### src/rtl/binarize_stage.sv
// binarize_stage: thresholds a 10-bit grayscale stream to 3FF/000 words, forces a white border, flags framing errors.
// Ports:
//   clk, rstn           clock, synchronous active-low reset
//   input_data/in_valid pixel in, qualified by in_valid
//   in_sof              start of frame (with in_valid)
//   threshold/invert    per-frame settings, captured on accepted sof beats
//   output_data         binarized pixel (3FF or 000), valid with out_valid
//   out_sof/frame_done  first / last pixel markers aligned to out_valid
//   err_framing         sticky framing error
module binarize_stage #(
  parameter int IMG_WIDTH      = 640,
  parameter int IMG_HEIGHT     = 480,
  parameter int BORDER         = 1,
  parameter int DEFAULT_THRESH = 512
) (
  input  logic       clk,
  input  logic       rstn,
  input  logic [9:0] input_data,
  input  logic       in_valid,
  input  logic       in_sof,
  input  logic [9:0] threshold,
  input  logic       invert,
  output logic [9:0] output_data,
  output logic       out_valid,
  output logic       out_sof,
  output logic       frame_done,
  output logic       err_framing
);
  localparam int CW = IMG_WIDTH > 1 ? $clog2(IMG_WIDTH) : 1;
  localparam int RW = IMG_HEIGHT > 1 ? $clog2(IMG_HEIGHT) : 1;
  localparam logic [CW-1:0] COL_MAX = CW'(IMG_WIDTH - 1);
  localparam logic [RW-1:0] ROW_MAX = RW'(IMG_HEIGHT - 1);
  typedef enum logic {IDLE, ACTIVE} state_t;
  state_t state, state_nx;
  logic [CW-1:0] col, col_nx, cur_col;
  logic [RW-1:0] row, row_nx, cur_row;
  logic [9:0] thr_q, thr_use, s1_data, s1_thr;
  logic inv_q, inv_use, s1_inv, s1_border, s1_sof, s1_last, s1_valid;
  logic accept, sof_acc, last, border, err_nx;
  // row/col hold the position of the next expected pixel; a sof beat always lands at (0,0)
  always_comb begin
    sof_acc  = in_valid && in_sof;
    accept   = in_valid && (in_sof || state == ACTIVE);
    cur_col  = in_sof ? '0 : col;
    cur_row  = in_sof ? '0 : row;
    last     = cur_col == COL_MAX && cur_row == ROW_MAX;
    state_nx = state;
    col_nx   = col;
    row_nx   = row;
    if (accept) begin
      state_nx = last ? IDLE : ACTIVE;
      col_nx   = cur_col == COL_MAX ? '0 : cur_col + 1'b1;
      row_nx   = last ? '0 : (cur_col == COL_MAX ? cur_row + 1'b1 : cur_row);
    end
    // any sof while ACTIVE is premature; any sof-less beat while IDLE is dropped
    err_nx   = in_valid && (in_sof ? state == ACTIVE : state == IDLE);
    border   = int'(cur_row) < BORDER || int'(cur_row) >= IMG_HEIGHT - BORDER ||
               int'(cur_col) < BORDER || int'(cur_col) >= IMG_WIDTH - BORDER;
    // the sof pixel itself is compared against the freshly captured settings
    thr_use  = sof_acc ? threshold : thr_q;
    inv_use  = sof_acc ? invert : inv_q;
  end
  always_ff @(posedge clk) begin
    if (!rstn) begin
      state       <= IDLE;
      col         <= '0;
      row         <= '0;
      thr_q       <= 10'(DEFAULT_THRESH);
      inv_q       <= 1'b0;
      err_framing <= 1'b0;
    end else begin
      state       <= state_nx;
      col         <= col_nx;
      row         <= row_nx;
      thr_q       <= thr_use;
      inv_q       <= inv_use;
      err_framing <= err_framing | err_nx;
    end
  end
  always_ff @(posedge clk) begin
    if (!rstn) begin
      s1_valid  <= 1'b0;
      s1_data   <= '0;
      s1_thr    <= '0;
      s1_inv    <= 1'b0;
      s1_border <= 1'b0;
      s1_sof    <= 1'b0;
      s1_last   <= 1'b0;
    end else begin
      s1_valid  <= accept;
      s1_data   <= accept ? input_data : s1_data;
      s1_thr    <= accept ? thr_use : s1_thr;
      s1_inv    <= accept ? inv_use : s1_inv;
      s1_border <= accept ? border : s1_border;
      s1_sof    <= accept && in_sof;
      s1_last   <= accept && last;
    end
  end
  always_ff @(posedge clk) begin
    if (!rstn) begin
      output_data <= 10'h3FF;
      out_valid   <= 1'b0;
      out_sof     <= 1'b0;
      frame_done  <= 1'b0;
    end else begin
      output_data <= !s1_valid ? output_data :
                     (s1_border || ((s1_data >= s1_thr) ^ s1_inv)) ? 10'h3FF : 10'h000;
      out_valid   <= s1_valid;
      out_sof     <= s1_valid && s1_sof;
      frame_done  <= s1_valid && s1_last;
    end
  end
endmodule

### config.mk
export PLATFORM = sky130hd
export DESIGN_NAME = binarize_stage
export DESIGN_NICKNAME = d
export VERILOG_FILES = /design/src/rtl/binarize_stage.sv
export SDC_FILE = /design/constraint.sdc
export NUM_CORES = 1
export LEC_CHECK = 0
export ABC_AREA = 1
export CAP_MARGIN = 0
export CORE_MARGIN = 4
export CORE_UTILIZATION = 55
export CTS_CLUSTER_SIZE = 16
export DETAILED_ROUTE_END_ITERATION = 8
export MAX_ROUTING_LAYER = met4
export PLACE_DENSITY = 0.91
export SYNTH_ARGS = -nofsm -noshare
export SYNTH_HDL_FRONTEND = slang
export SYNTH_SLANG_ARGS = --single-unit
### constraint.sdc
create_clock -name clk -period 2.3 [get_ports clk]
set_input_delay 0.46 -clock clk [delete_from_list [all_inputs] [get_ports clk]]
set_output_delay 0.46 -clock clk [all_outputs]
set_load 0.02 [all_outputs]
---- After elaboration in Yosys (flattened, before gate mapping) ----
Cells that the tools add are included.
W data, S select, Z words.
cells by class
  equal/unequal tests ..................... 2
  shift-type cells ........................ 0
  multipliers ............................. 0
  div/mod/pow operators ................... 0
  reductions and logical operators ........ 13
  muxes and demuxes ....................... 10
  $add $sub $neg .......................... 2
  $lt $le $gt $ge ......................... 5
  bitwise logic cells ..................... 3
operators with widths
  operator                 number
  $mux W10                 4
  $mux W9                  3
  $add A10 B1 Y10 const B  1
  $eq A10 B10 Y1 const B   1
  $ge A10 B10 Y1           1
  $ge A10 B10 Y1 const B   1
  $lt A10 B1 Y1 const B    1
  $add A9 B1 Y9 const B    1
  $eq A9 B9 Y1 const B     1
  $ge A9 B9 Y1 const B     1
  $lt A9 B1 Y1 const B     1
  $logic_and A1 B1 Y1      8
  $logic_or A1 B1 Y1       5
  $mux W1                  3
  $not A1 Y1               1
  $or A1 B1 Y1             1
  $xor A1 B1 Y1            1
word-level totals
  bits of input ports ..................... 25
  word-level logic and storage cells ...... 52
  flip-flop bits (word level) ............. 70
  output and inout bits ................... 14
  memories kept ........................... 0
  latch bits .............................. 0
  bits in read-only memories .............. 0
  bits in writable memories ............... 0

---- Longest topological paths before layout ----
  word-level depth ........................ 5
  mapped depth ............................ 12
  mapped depth without buffers ............ 12

---- Least setup slack after synthesis ----
Ideal clock, no wire load.
  kind .................................... input -> register
  start point ............................. in in_sof
  end point ............................... reg s1_border
  path buffers ............................ 1
  data required time ...................... 2.178 ns
  data arrival time ....................... 1.680 ns
  setup slack ............................. 0.497 ns
  library setup time ...................... 0.122 ns
  stages on the path ...................... 9
  path through ............................ inv_4 -> buf_6 -> ha_1 -> nor2_2 -> clkinv_1 -> nor2_4 -> o21ai_0 -> nor2_1 -> a21oi_1
between the ends
  cells in the longest elaborated chain, start to end .. 5
  elaborated cells between the ends (all ways) .. 11
  those cells by class .................... order compare: 4; mux: 2; reduce/logical: 5
RTL lines
  item                                          RTL line  source
  start: declaration                            20        input logic in_sof,
  $mux W9                                       45        cur_row = in_sof ? '0 : row;
  $lt A9 B1 Y1 or $ge A9 B9 Y1 (tied branches)  57        border = int'(cur_row) < BORDER || int'(cur_row) >= IMG_HEIGHT - BORDER ||
  $logic_or A1 B1 Y1 (2 in series)              57
  $logic_or A1 B1 Y1                            58        int'(cur_col) < BORDER || int'(cur_col) >= IMG_WIDTH - BORDER;
  end signal: assignment                        94        s1_border <= accept ? border : s1_border;
  end: declaration                              38        logic inv_q, inv_use, s1_inv, s1_border, s1_sof, s1_last, s1_valid;
Parallel ways exist; a longest one is shown, timed or not.
A chain may end at the register's enable or synchronous reset.

---- Final worst setup path ----
Same ends and word-level chain as after synthesis.

==> metrics.md <==
| Metric | Value |
|---|---|
| Seq cells post-synth | `61` |
| Final Cycle Share | `87.7%` |
| Die W | `83.2 um` |
| First-pass GRT wire length | `12200 um` |
| Outcome | `completed` |
| Final Skew | `11.0 ps` |
| Synth warn | `0` |
| Area fraction of the dominant cell type after synthesis | `39.3%` |
| Hold bufs inserted after CTS | `0` |
| Final-layout fill cell count | `413` |
| Number of remaining DRC errors | `0` |
| Drt first pass iters | `5` |
| Core area | `5510 um^2` |
| CTS Root Cell | `clkbuf_8` |
| Chip Height | `83.2 um` |
| CP max-delay cell | `clkdlybuf4s50_1` |
| Hold Path Class | `flop to flop` |
| H-tree levels | `3` |
| CTS tree | `built` |
| DP Cell Count | `534` |
| Final Max Slew Viols | `0` |
| Largest net degree at the start of global routing | `43` |
| Detailed-route wire length | `7210 um` |
| Mean area per synthesized cell | `7.23 um^2` |
| Initial Util | `56.5%` |
| Peak VDD IR | `0.369 mV` |
| Endpoints failing hold | `0` |
| CP Max Fanout | `8` |
| Primary FF master, synth | `dfxtp_1` |
| # setup viols final | `0` |
| CP Data Required Time | `2530 ps` |
| Synth async-reset ratio | `0%` |
| First-iteration detailed-routing DRC count | `162` |
| Syn_nets | `468` |
| Routed vias | `2944` |
| Site Rows | `27` |
| PwrDens | `646 nW/um^2` |
| Final HPWL DP | `5030 um` |
| Max-cap violations | `0` |
| Count leader, synth | `nand2_1` |
| Ports | `39` |
| Clock buffer depth | `2` |
| Setup crit start kind | `input pin` |
| Worst-Skew Late Latency | `340 ps` |
| Grt total ovfl | `0` |
| GP Congestion | `0.877` |
| N_diodes | `0` |
| Vias per cell | `5.35` |
| Crit. End Element | `flop` |
| Post-CTS resize count | `0` |
| Drt wl/cell | `13.1 um` |
| Post-Synthesis Cells | `430` |
| CP max stage delay | `570 ps` |
| Port buffer count | `38` |
| Worst-path cell chain | `clkdlybuf4s50_1, inv_4, ha_1, nor2_2, clkinv_1, nor2_4, o21ai_0, nor2_1, a21oi_1` |
| Mapped Area | `3110 um^2` |
| Post-synth top cells | `nand2_1 (93), dfxtp_1 (61), nor2_1 (61)` |
| CTS buffer count | `9` |
| Layout cells sized above 1 | `9.62%` |
| FF/Latch Area | `1220 um^2` |
| Crit path kind | `input pin to flop` |
| Post-route minimum period | `2020 ps` |
| Tot GR Track Use | `22.0%` |
| Post-CTS setup buffer count | `0` |
| Area occupied by multi-input gates | `1590 um^2` |
| LEAKAGE | `1.72 nW` |
| Fin nets | `511` |
| Max Freq | `496 MHz` |
| Worst-Margin Slew | `381 ps` |
| RSZ-0062 raised after global routing | `false` |
| Setup WS pre-CTS | `-42.7 ps` |
| Area grow syn2layout | `21.5%` |
| Fin worst setup slack | `284 ps` |
| CP arrival | `2240 ps` |
| Post-synth EDFFs | `0` |
| Seq/Total Area, Yosys | `39.3%` |
| Synth unique cells | `30` |
| Largest cells by area after synthesis | `dfxtp_1 (39%), nand2_1 (11%), nor2_1 (7.4%), a21oi_1 (6.1%), ha_1 (5.2%)` |
| Rel. slew slack | `74.6%` |
| CTS clk-pin slew, worst paths | `70 ps` |
| Antenna violations before repair | `0` |
| Antenna Nets Post-Route | `0` |
| Area leader, netlist | `dfxtp_1` |
| Clock sink count | `61` |
| Die ar. | `6920 um^2` |
| Non-filler instance count after layout | `550` |
| Vias in the first global route | `2777` |
[metal layers]
layer	up-vias	GRT usage [%]	wire length, um
li1	1469	-	-
met1	1340	25.9	3150
met2	117	36.0	3430
met3	18	5.85	491
met4	0	8.32	141
met5	-	-	0
[critical path, delay by kind of cell]
kind                     cells  cell delay (ps)
buffers and inverters        3              880
AND/OR/NAND/NOR              3              490
adder cells (fa/ha/maj)      1              210
AO/OA/AOI/OAI                2              200
[state kept, by name, summed over array words and instances (netlist names)]
| name | count |
|---|---|
| col | 10 |
| s1_data | 10 |
| s1_thr | 10 |
| thr_q | 10 |
| row | 9 |
| err_framing | 1 |
| frame_done | 1 |
| inv_q | 1 |
| out_sof | 1 |
| out_valid | 1 |
| output_data | 1 |
| s1_border | 1 |
| s1_inv | 1 |
| s1_last | 1 |
| s1_sof | 1 |
| s1_valid | 1 |
| state | 1 |
[cells in the final DEF (no fill, tap or decap), drive strengths merged]
master	instances
xnor2	4
nor2	66
nand4	4
a21o	1
clkdlybuf4s50	38
clkinv	4
nand3b	3
buf	18
nor4	1
mux2i	11
nor3	6
nand3	31
bufinv	1
nand2	96
a21oi	38
xor2	2
dfxtp	61
o21ai	27
clkbuf	13
ha	13
inv	40
[power by group]
part / internal [W] / switching (W) / leakage, nW
logic: 0.000147 / 0.000185 / 1.11
clock network: 0.000561 / 0.000415 / 0.104
registers: 0.00111 / 0.0000276 / 0.499
total: 0.00181 / 0.000628 / 1.72
[worst paths after layout]
check / start / endpoint / slack [ps] / cells after the start
worst max-delay path: in_sof / s1_border$_SDFFE_PN0P_ / 280 / 9
worst min register to register: s1_sof$_SDFF_PN0_ / out_sof$_SDFF_PN0_ / 430 / 2
worst min-delay path: s1_sof$_SDFF_PN0_ / out_sof$_SDFF_PN0_ / 430 / 2
worst max register to register: col[0]$_SDFFE_PN0P_ / row[5]$_SDFFE_PN0P_ / 590 / 11
[through the flow]
step | hold slack (ps) | instance area [um^2] | util (%) | setup TNS, ps | total power [W]
CTS | 427 | 3780 | 68.6 | 0 | 0.00245
global placement | 414 | 3570 | 64.9 | 0 | 0.00147
floorplan | 394 | 3110 | - | 0 | 0.00136
finish | 433 | 3780 | 68.6 | 0 | 0.00244
global route | 449 | 3780 | 68.6 | 0 | 0.00254
detailed placement | 419 | 3570 | 64.9 | -170 | 0.00148
[kinds of logic after synthesis]
family	share of synthesized area, %
compound gates	10.7
xor+xnor	1.69
fa+ha+maj	5.23
buf+inv	9.66
flops	39.3
mux	3.54
simple gates	29.9
[layout make-up]
cell class	instances	share of cell area, %
inverter	42	4.24
sequential	61	32.3
multi-input combinational	303	42.0
clock inverter	3	1.16
tap	72	2.38
clock buffer	13	4.21
timing repair buffer	56	13.6
No activity file was read; power rests on OpenSTA's default activity.
